**config.mk**
```make
export PLATFORM = sky130hd
export DESIGN_NAME = gbuff_b_loader
export DESIGN_NICKNAME = d
export VERILOG_FILES = /design/src/rtl/gbuff_b_loader.sv
export SDC_FILE = /design/constraint.sdc
export NUM_CORES = 1
export LEC_CHECK = 0
export ABC_AREA = 1
export CAP_MARGIN = 15
export CELL_PAD_IN_SITES_DETAIL_PLACEMENT = 0
export CELL_PAD_IN_SITES_GLOBAL_PLACEMENT = 1
export CORE_ASPECT_RATIO = 1.25
export CORE_MARGIN = 1.5
export CORE_UTILIZATION = 40
export CTS_CLUSTER_DIAMETER = 60
export DETAILED_ROUTE_END_ITERATION = 10
export PLACE_DENSITY_LB_ADDON = 0.1
export SLEW_MARGIN = 30
export SYNTH_ARGS = -nofsm -noshare
export SYNTH_HDL_FRONTEND = slang
export SYNTH_SLANG_ARGS = --single-unit
```
**constraint.sdc**
```tcl
create_clock -name clk -period 7.4 [get_ports clk]
set_input_delay 1.11 -clock clk [delete_from_list [all_inputs] [get_ports clk]]
set_output_delay 1.11 -clock clk [all_outputs]
set_load 0.03 [all_outputs]
```
**src/rtl/gbuff_b_loader.sv**
```systemverilog
// Write-side loader: streams weight words into NUM_BANKS B-buffer banks over a shared write bus.
// Latency 1 cycle accept->write strobe; in_ready is high only in LOAD, so producers stall otherwise.
module gbuff_b_loader #(
  parameter int ADDR_BITS = 16,
  parameter int DATA_BITS = 32,
  parameter int NUM_BANKS = 4,
  parameter int LEN_BITS  = 16
) (
  input  logic                 clk,
  input  logic                 rst_n,
  input  logic                 start,
  input  logic [LEN_BITS-1:0]  cfg_len,
  input  logic [ADDR_BITS-1:0] cfg_base,
  input  logic                 cfg_mode,
  input  logic [ADDR_BITS-1:0] cfg_depth,
  input  logic                 in_valid,
  output logic                 in_ready,
  input  logic [DATA_BITS-1:0] in_data,
  output logic                 wr_en,
  output logic [ADDR_BITS-1:0] index,
  output logic [DATA_BITS-1:0] data_in,
  output logic [2:0]           buf_idx,
  output logic                 busy,
  output logic                 done,
  output logic [LEN_BITS-1:0]  words_loaded
);

  typedef enum logic [1:0] {IDLE, LOAD, FLUSH, DONE} state_t;

  localparam logic [2:0]           LAST_BANK = 3'(NUM_BANKS - 1);
  localparam logic [ADDR_BITS-1:0] ONE_A     = 1;
  localparam logic [LEN_BITS-1:0]  ONE_L     = 1;

  state_t                 state;
  logic [LEN_BITS-1:0]    len_r;
  logic [ADDR_BITS-1:0]   depth_r;
  logic                   mode_r;
  logic [ADDR_BITS-1:0]   idx;
  logic [ADDR_BITS-1:0]   blk_base;
  logic [ADDR_BITS-1:0]   cnt;
  logic [2:0]             bank;
  logic [ADDR_BITS-1:0]   depth_eff;
  logic [ADDR_BITS-1:0]   blk_next;
  logic                   hs;

  assign in_ready  = (state == LOAD);
  assign hs        = in_valid && in_ready;
  assign depth_eff = (depth_r == '0) ? ONE_A : depth_r;
  // In blocked mode each full pass over the banks moves the block window up by one depth,
  // so an overrun lands beyond the region the first pass wrote.
  assign blk_next  = blk_base + depth_eff;

  always_ff @(posedge clk) begin
    if (!rst_n) begin
      state        <= IDLE;
      len_r        <= '0;
      depth_r      <= '0;
      mode_r       <= 1'b0;
      idx          <= '0;
      blk_base     <= '0;
      cnt          <= '0;
      bank         <= '0;
      wr_en        <= 1'b0;
      index        <= '0;
      data_in      <= '0;
      buf_idx      <= '0;
      busy         <= 1'b0;
      done         <= 1'b0;
      words_loaded <= '0;
    end else begin
      wr_en <= 1'b0;
      done  <= 1'b0;
      case (state)
        IDLE: begin
          if (start) begin
            len_r        <= cfg_len;
            depth_r      <= cfg_depth;
            mode_r       <= cfg_mode;
            idx          <= cfg_base;
            blk_base     <= cfg_base;
            cnt          <= '0;
            bank         <= '0;
            words_loaded <= '0;
            busy         <= 1'b1;
            if (cfg_len == '0) begin
              state <= DONE;
              done  <= 1'b1;
            end else begin
              state <= LOAD;
            end
          end
        end
        LOAD: begin
          if (hs) begin
            wr_en        <= 1'b1;
            data_in      <= in_data;
            index        <= idx;
            buf_idx      <= bank;
            words_loaded <= words_loaded + ONE_L;
            if (!mode_r) begin
              if (bank == LAST_BANK) begin
                bank <= '0;
                idx  <= idx + ONE_A;
              end else begin
                bank <= bank + 3'd1;
              end
            end else if (cnt + ONE_A == depth_eff) begin
              cnt <= '0;
              if (bank == LAST_BANK) begin
                bank     <= '0;
                blk_base <= blk_next;
                idx      <= blk_next;
              end else begin
                bank <= bank + 3'd1;
                idx  <= blk_base;
              end
            end else begin
              cnt <= cnt + ONE_A;
              idx <= idx + ONE_A;
            end
            if (words_loaded + ONE_L == len_r) state <= FLUSH;
          end
        end
        FLUSH: begin
          state <= DONE;
          done  <= 1'b1;
        end
        default: begin
          busy  <= 1'b0;
          state <= IDLE;
        end
      endcase
    end
  end

endmodule

```
### Word-level counts from Yosys, hierarchy flattened

Index checks and enable logic that the tools add are counted.

| word-level totals | value |
|---|---|
| register bits after elaboration | 156 |
| input bits | 85 |
| output and inout bits | 71 |

| operators by class | value |
|---|---|
| $add $sub $neg | 5 |
| eq/ne operators | 12 |
| muxes and demuxes | 36 |
| bitwise gates (word level) | 1 |
| reduce and logical (&&, ||, !) cells | 16 |

Operators with widths:

| cell | count |
|---|---|
| $mux 16 | 15 |
| $pmux 16 s2 | 4 |
| $add 16x1->16 const B | 3 |
| $eq 16x16->1 | 2 |
| $logic_not 16->1 | 2 |
| $add 16x16->16 | 1 |
| $mux 3 | 5 |
| $reduce_and 4->1 | 3 |
| $mux 2 | 4 |
| $ne 2x1->1 const B | 4 |
| $reduce_and 2->1 | 4 |
| $pmux 2 s3 | 1 |
| $pmux 3 s2 | 1 |
| $reduce_and 3->1 | 2 |
| $reduce_and 5->1 | 1 |
| $mux 1 | 4 |
| $pmux 1 s2 | 2 |
| $add 3x1->3 const B | 1 |
| $eq 3x2->1 const B | 1 |
| $ne 3x1->1 const B | 1 |
| $ne 3x2->1 const B | 1 |
| $eq 2x1->1 const B | 1 |
| $eq 2x2->1 const B | 1 |
| $logic_not 2->1 | 1 |
| 5 further kinds | 5 |

### Logic depth before layout (Yosys ltp)

| depth | value |
|---|---|
| word-level depth | 8 |
| mapped depth | 23 |
| gate-level depth less buffers | 23 |

### Least setup slack after synthesis

OpenSTA, ideal clock, no wires.

| timing path | value |
|---|---|
| path kind | input to register |
| from | input start |
| to | register idx[9] |
| setup time | 0.119 ns |
| arrival time | 2.496 ns |
| data required time | 7.281 ns |
| slack | 4.785 ns |
| stages | 10 |
| path buffers | 1 |
| cell sequence | nor2_1 > inv_1 > nand2_1 > a21oi_2 > inv_1 > a21oi_2 > inv_1 > clkbuf_1 > a21oi_1 > a21oi_1 |

| on the way | value |
|---|---|
| word-level cells in the longest chain between the ends | 2 |

RTL lines:

| element | RTL line | RTL |
|---|---|---|
| start, declared | 11 | `input logic start,` |
| $ne 2x2->1 (no source line) | - |  |
| $reduce_and 4->1 (no source line) | - |  |
| end signal, assigned | 79 | `idx <= cfg_base;` |
| end signal, assigned | 103 | `idx <= idx + ONE_A;` |
| end signal, assigned | 112 | `idx <= blk_next;` |
| end, declared | 38 | `logic [ADDR_BITS-1:0] idx;` |

Every way passes these cells.
A chain may end at the register's enable or synchronous reset.

### Worst setup path after layout

| timing path | value |
|---|---|
| from | register state[1] |
| to | register idx[14] |

| on the way | value |
|---|---|
| word-level cells in the longest chain between the ends | 4 |
| elaborated cells on any way between the ends | 9 |
| classes of those cells | 4 x eq/ne; 1 x mux; 4 x reduce/logical |

RTL lines:

| element | RTL line | RTL |
|---|---|---|
| start, declared | 34 | `state_t state;` |
| start signal, assigned | 55 | `state <= IDLE;` |
| start signal, assigned | 86 | `state <= DONE;` |
| start signal, assigned | 89 | `state <= LOAD;` |
| $eq 2x1->1 | 46, 73 |  |
| $logic_and 1x1->1 | 47 | `assign hs = in_valid && in_ready;` |
| $ne 2x1->1 (no source line) | - |  |
| $reduce_and 4->1 (no source line) | - |  |

Parallel ways exist; a longest one is shown, timed or not.

==> summary.md <==
| Metric | Value |
|---|---|
| Sequential area share after synthesis | `35.0%` |
| Clock Latency Late Sink | `430 ps` |
| Vias per Instance | `4.99` |
| Leak | `4.70 nW` |
| Syn Nets | `1530` |
| Largest fanout on the critical path | `33` |
| CP top delay family | `buffers and inverters` |
| Drc violations | `0` |
| FF+latch count, synth | `156` |
| CTS Buf Count | `17` |
| Post-synth top area share | `35.0%` |
| Post-Place Cell Area | `10600 µm²` |
| Syn_area_per_cell | `6.23 µm²` |
| Share of layout cells above drive strength 1 | `3.96%` |
| Ports | `156` |
| Period utilization | `58.2%` |
| Yosys cell types | `40` |
| Die Width | `137 µm` |
| Crit-path max cell delay | `740 ps` |
| Post-synth EDFFs | `0` |
| Total grt overflow | `0` |
| Netlist Area Pre-Place | `8910 µm²` |
| Most frequent cells in the layout | `nand2_1, nor2_1, dfxtp_1` |
| Vias in the first global route | `8481` |
| Required @ worst endpoint | `7730 ps` |
| Cell Chain, Critical Path | `inv_1 > ha_1 > clkinv_1 > buf_4 > a21oi_2 > inv_1 > a21oi_2 > inv_1 > a21oi_1 > nand2_1 > nor2_1 > nor2_1` |
| Post-synthesis async set-or-reset flop share | `0%` |
| Worst Max-Slew Pin Slew | `895 ps` |
| Die Area | `23200 µm²` |
| Final wirelength | `26.7 mm` |
| Post-CTS Setup Repair Bufs | `0` |
| Critical Path AT | `4630 ps` |
| Crit-path slowest cell | `ha_1` |
| Num rows | `60` |
| Inserted Diodes | `0` |
| Initial Util | `41.1%` |
| H-tree depth | `4` |
| Worst VDD drop | `0.196 mV` |
| Reg clk slew, reported paths | `70 ps` |
| Worst Clk Skew | `10.7 ps` |
| Worst Setup Start Kind | `register` |
| Vias | `9211` |
| Hold WC Path Type | `register to register` |
| Setup-failing EPs final | `0` |
| Number of nets in the layout | `1653` |
| Area grow syn2layout | `25.9%` |
| Cts repair resizes | `0` |
| Final hold violation count | `0` |
| Final min period | `4310 ps` |
| Initial antenna violation count | `0` |
| Most common cell after layout, fill and taps aside | `nand2_1` |
| Number of port buffers | `155` |
| Area contributors post-synth | `dfxtp_1, nand2_1, nor2_1` |
| Most used cell, CP | `inv_1` |
| DP HPWL | `19.8 mm` |
| Max-cap violations | `0` |
| Top cell type by total area after synthesis | `dfxtp_1` |
| CTS Hold Bufs | `0` |
| Pre-Repair DR Iteration Count | `5` |
| Synth Warn # | `0` |
| Crit Path Category | `register to register` |
| Drt initial violations | `401` |
| Root Driver | `clkbuf_16` |
| Clock sink total | `156` |
| Syn Inst Count | `1430` |
| Dominant synthesized flop cell | `dfxtp_1` |
| RSZ-0062 raised after global routing | `no` |
| PwrDens | `342 nW/µm²` |
| First-pass GRT wire length | `43.0 mm` |
| Relative slew slack | `40.3%` |
| Total GRT Usage | `23.3%` |
| CTS tree | `built` |
| Fmax | `0.232 GHz` |
| Final instance area | `11200 µm²` |
| Max Slew Vio Count | `0` |
| Outcome | `completed` |
| Area of the core | `21700 µm²` |
| Sum of buffers and inverters on the critical path | `5` |
| Drt wl/cell | `14.4 µm` |
| Crit. End Element | `register` |
| Die Span Y | `170 µm` |
| Placer congestion estimate | `0.846` |
| Setup tns final | `0 ps` |
| Largest net degree at the start of global routing | `84` |
| Clk buf depth | `2` |
| DRT antenna net count | `0` |
-- state kept, by name, summed over array words and instances, names as in the netlist, 2 cells and up --
register,count
data_in,32
blk_base,16
cnt,16
depth_r,16
idx,16
index,16
len_r,16
words_loaded,16
bank,3
buf_idx,3
state,2
-- per-stage QoR --
step,util (%),instances,hold WS (ps),total power [mW],setup slack [ps]
final,51.7,1845,468,3.84,3090
after global routing,51.7,1845,497,4.16,2730
after CTS,51.7,1844,471,3.87,3050
after detailed placement,49.0,1812,461,2.97,2860
after global placement,48.9,1812,455,2.96,2900
after floorplan,-,1430,444,2.48,4780
-- cells in the mapped netlist, types with 2 or more instances --
cell,instances
inv_1,140
buf_1,3
o21bai_1,6
a32oi_1,2
buf_2,3
nand3_1,125
nand3b_1,7
nand4_1,25
nor2_1,255
xor2_1,14
buf_6,2
o21ai_0,114
a21oi_2,2
nor2_2,3
nor2_4,3
clkbuf_1,49
ha_1,14
a21oi_1,103
o21ai_1,5
nand2_1,344
nor3_1,12
xnor2_1,13
nand2_2,5
inv_2,2
clkinv_1,3
a22oi_1,4
o21a_1,2
dfxtp_1,156
or2_2,3
-- cells by family after synthesis --
logic type / Yosys count / share of synthesized area [%]
AOI/OAI and AO/OA: 241 / 14.1
buffers and inverters: 203 / 8.80
DFF: 156 / 35.0
and+or+nand+nor: 787 / 37.0
xor gates and xnor gates: 28 / 2.92
adders and majority gates: 15 / 2.19
-- layout make-up --
class                   instances  area [µm²]
fillers                      2315       10500
multi-input cells            1071        5010
flip-flops and latches        156        3120
repair buffers                162        1610
inverters                     145         544
clock buffers                  17         425
well taps                     279         349
clock inverters                15         170
-- worst register-to-register path, cell delays in order (launching register included) --
cell and delay [ps]:
dfxtp_1 340, inv_1 80, ha_1 740, clkinv_1 160, buf_4 280, a21oi_2 460, inv_1 510, a21oi_2 700
inv_1 480, a21oi_1 230, nand2_1 80, nor2_1 90, nor2_1 40
-- metal layers --
metal	vias up	global-route usage (%)	wire [µm]
met3	32	3.04	930
met5	-	0	0
met1	4135	30.7	12600
met2	183	39.0	12700
li1	4861	-	-
met4	0	7.40	506
-- power breakdown --
part / total (mW) / leakage [nW] / switching (mW) / internal, mW
Clock: 0.888 / 0.290 / 0.432 / 0.457
Combinational: 1.72 / 3.14 / 1.12 / 0.598
Sequential: 1.23 / 1.28 / 0.182 / 1.05
-- path summary, 6_finish.rpt --
path,slack (ps),cells past startpoint,to,startpoint
worst max-delay path,3090,12,idx[14],state[1]
worst min-delay path,470,2,len_r[14],len_r[14]
worst max register to register,3090,12,idx[14],state[1]
worst min register to register,470,2,len_r[14],len_r[14]
No activity file was read; power rests on OpenSTA's default activity.
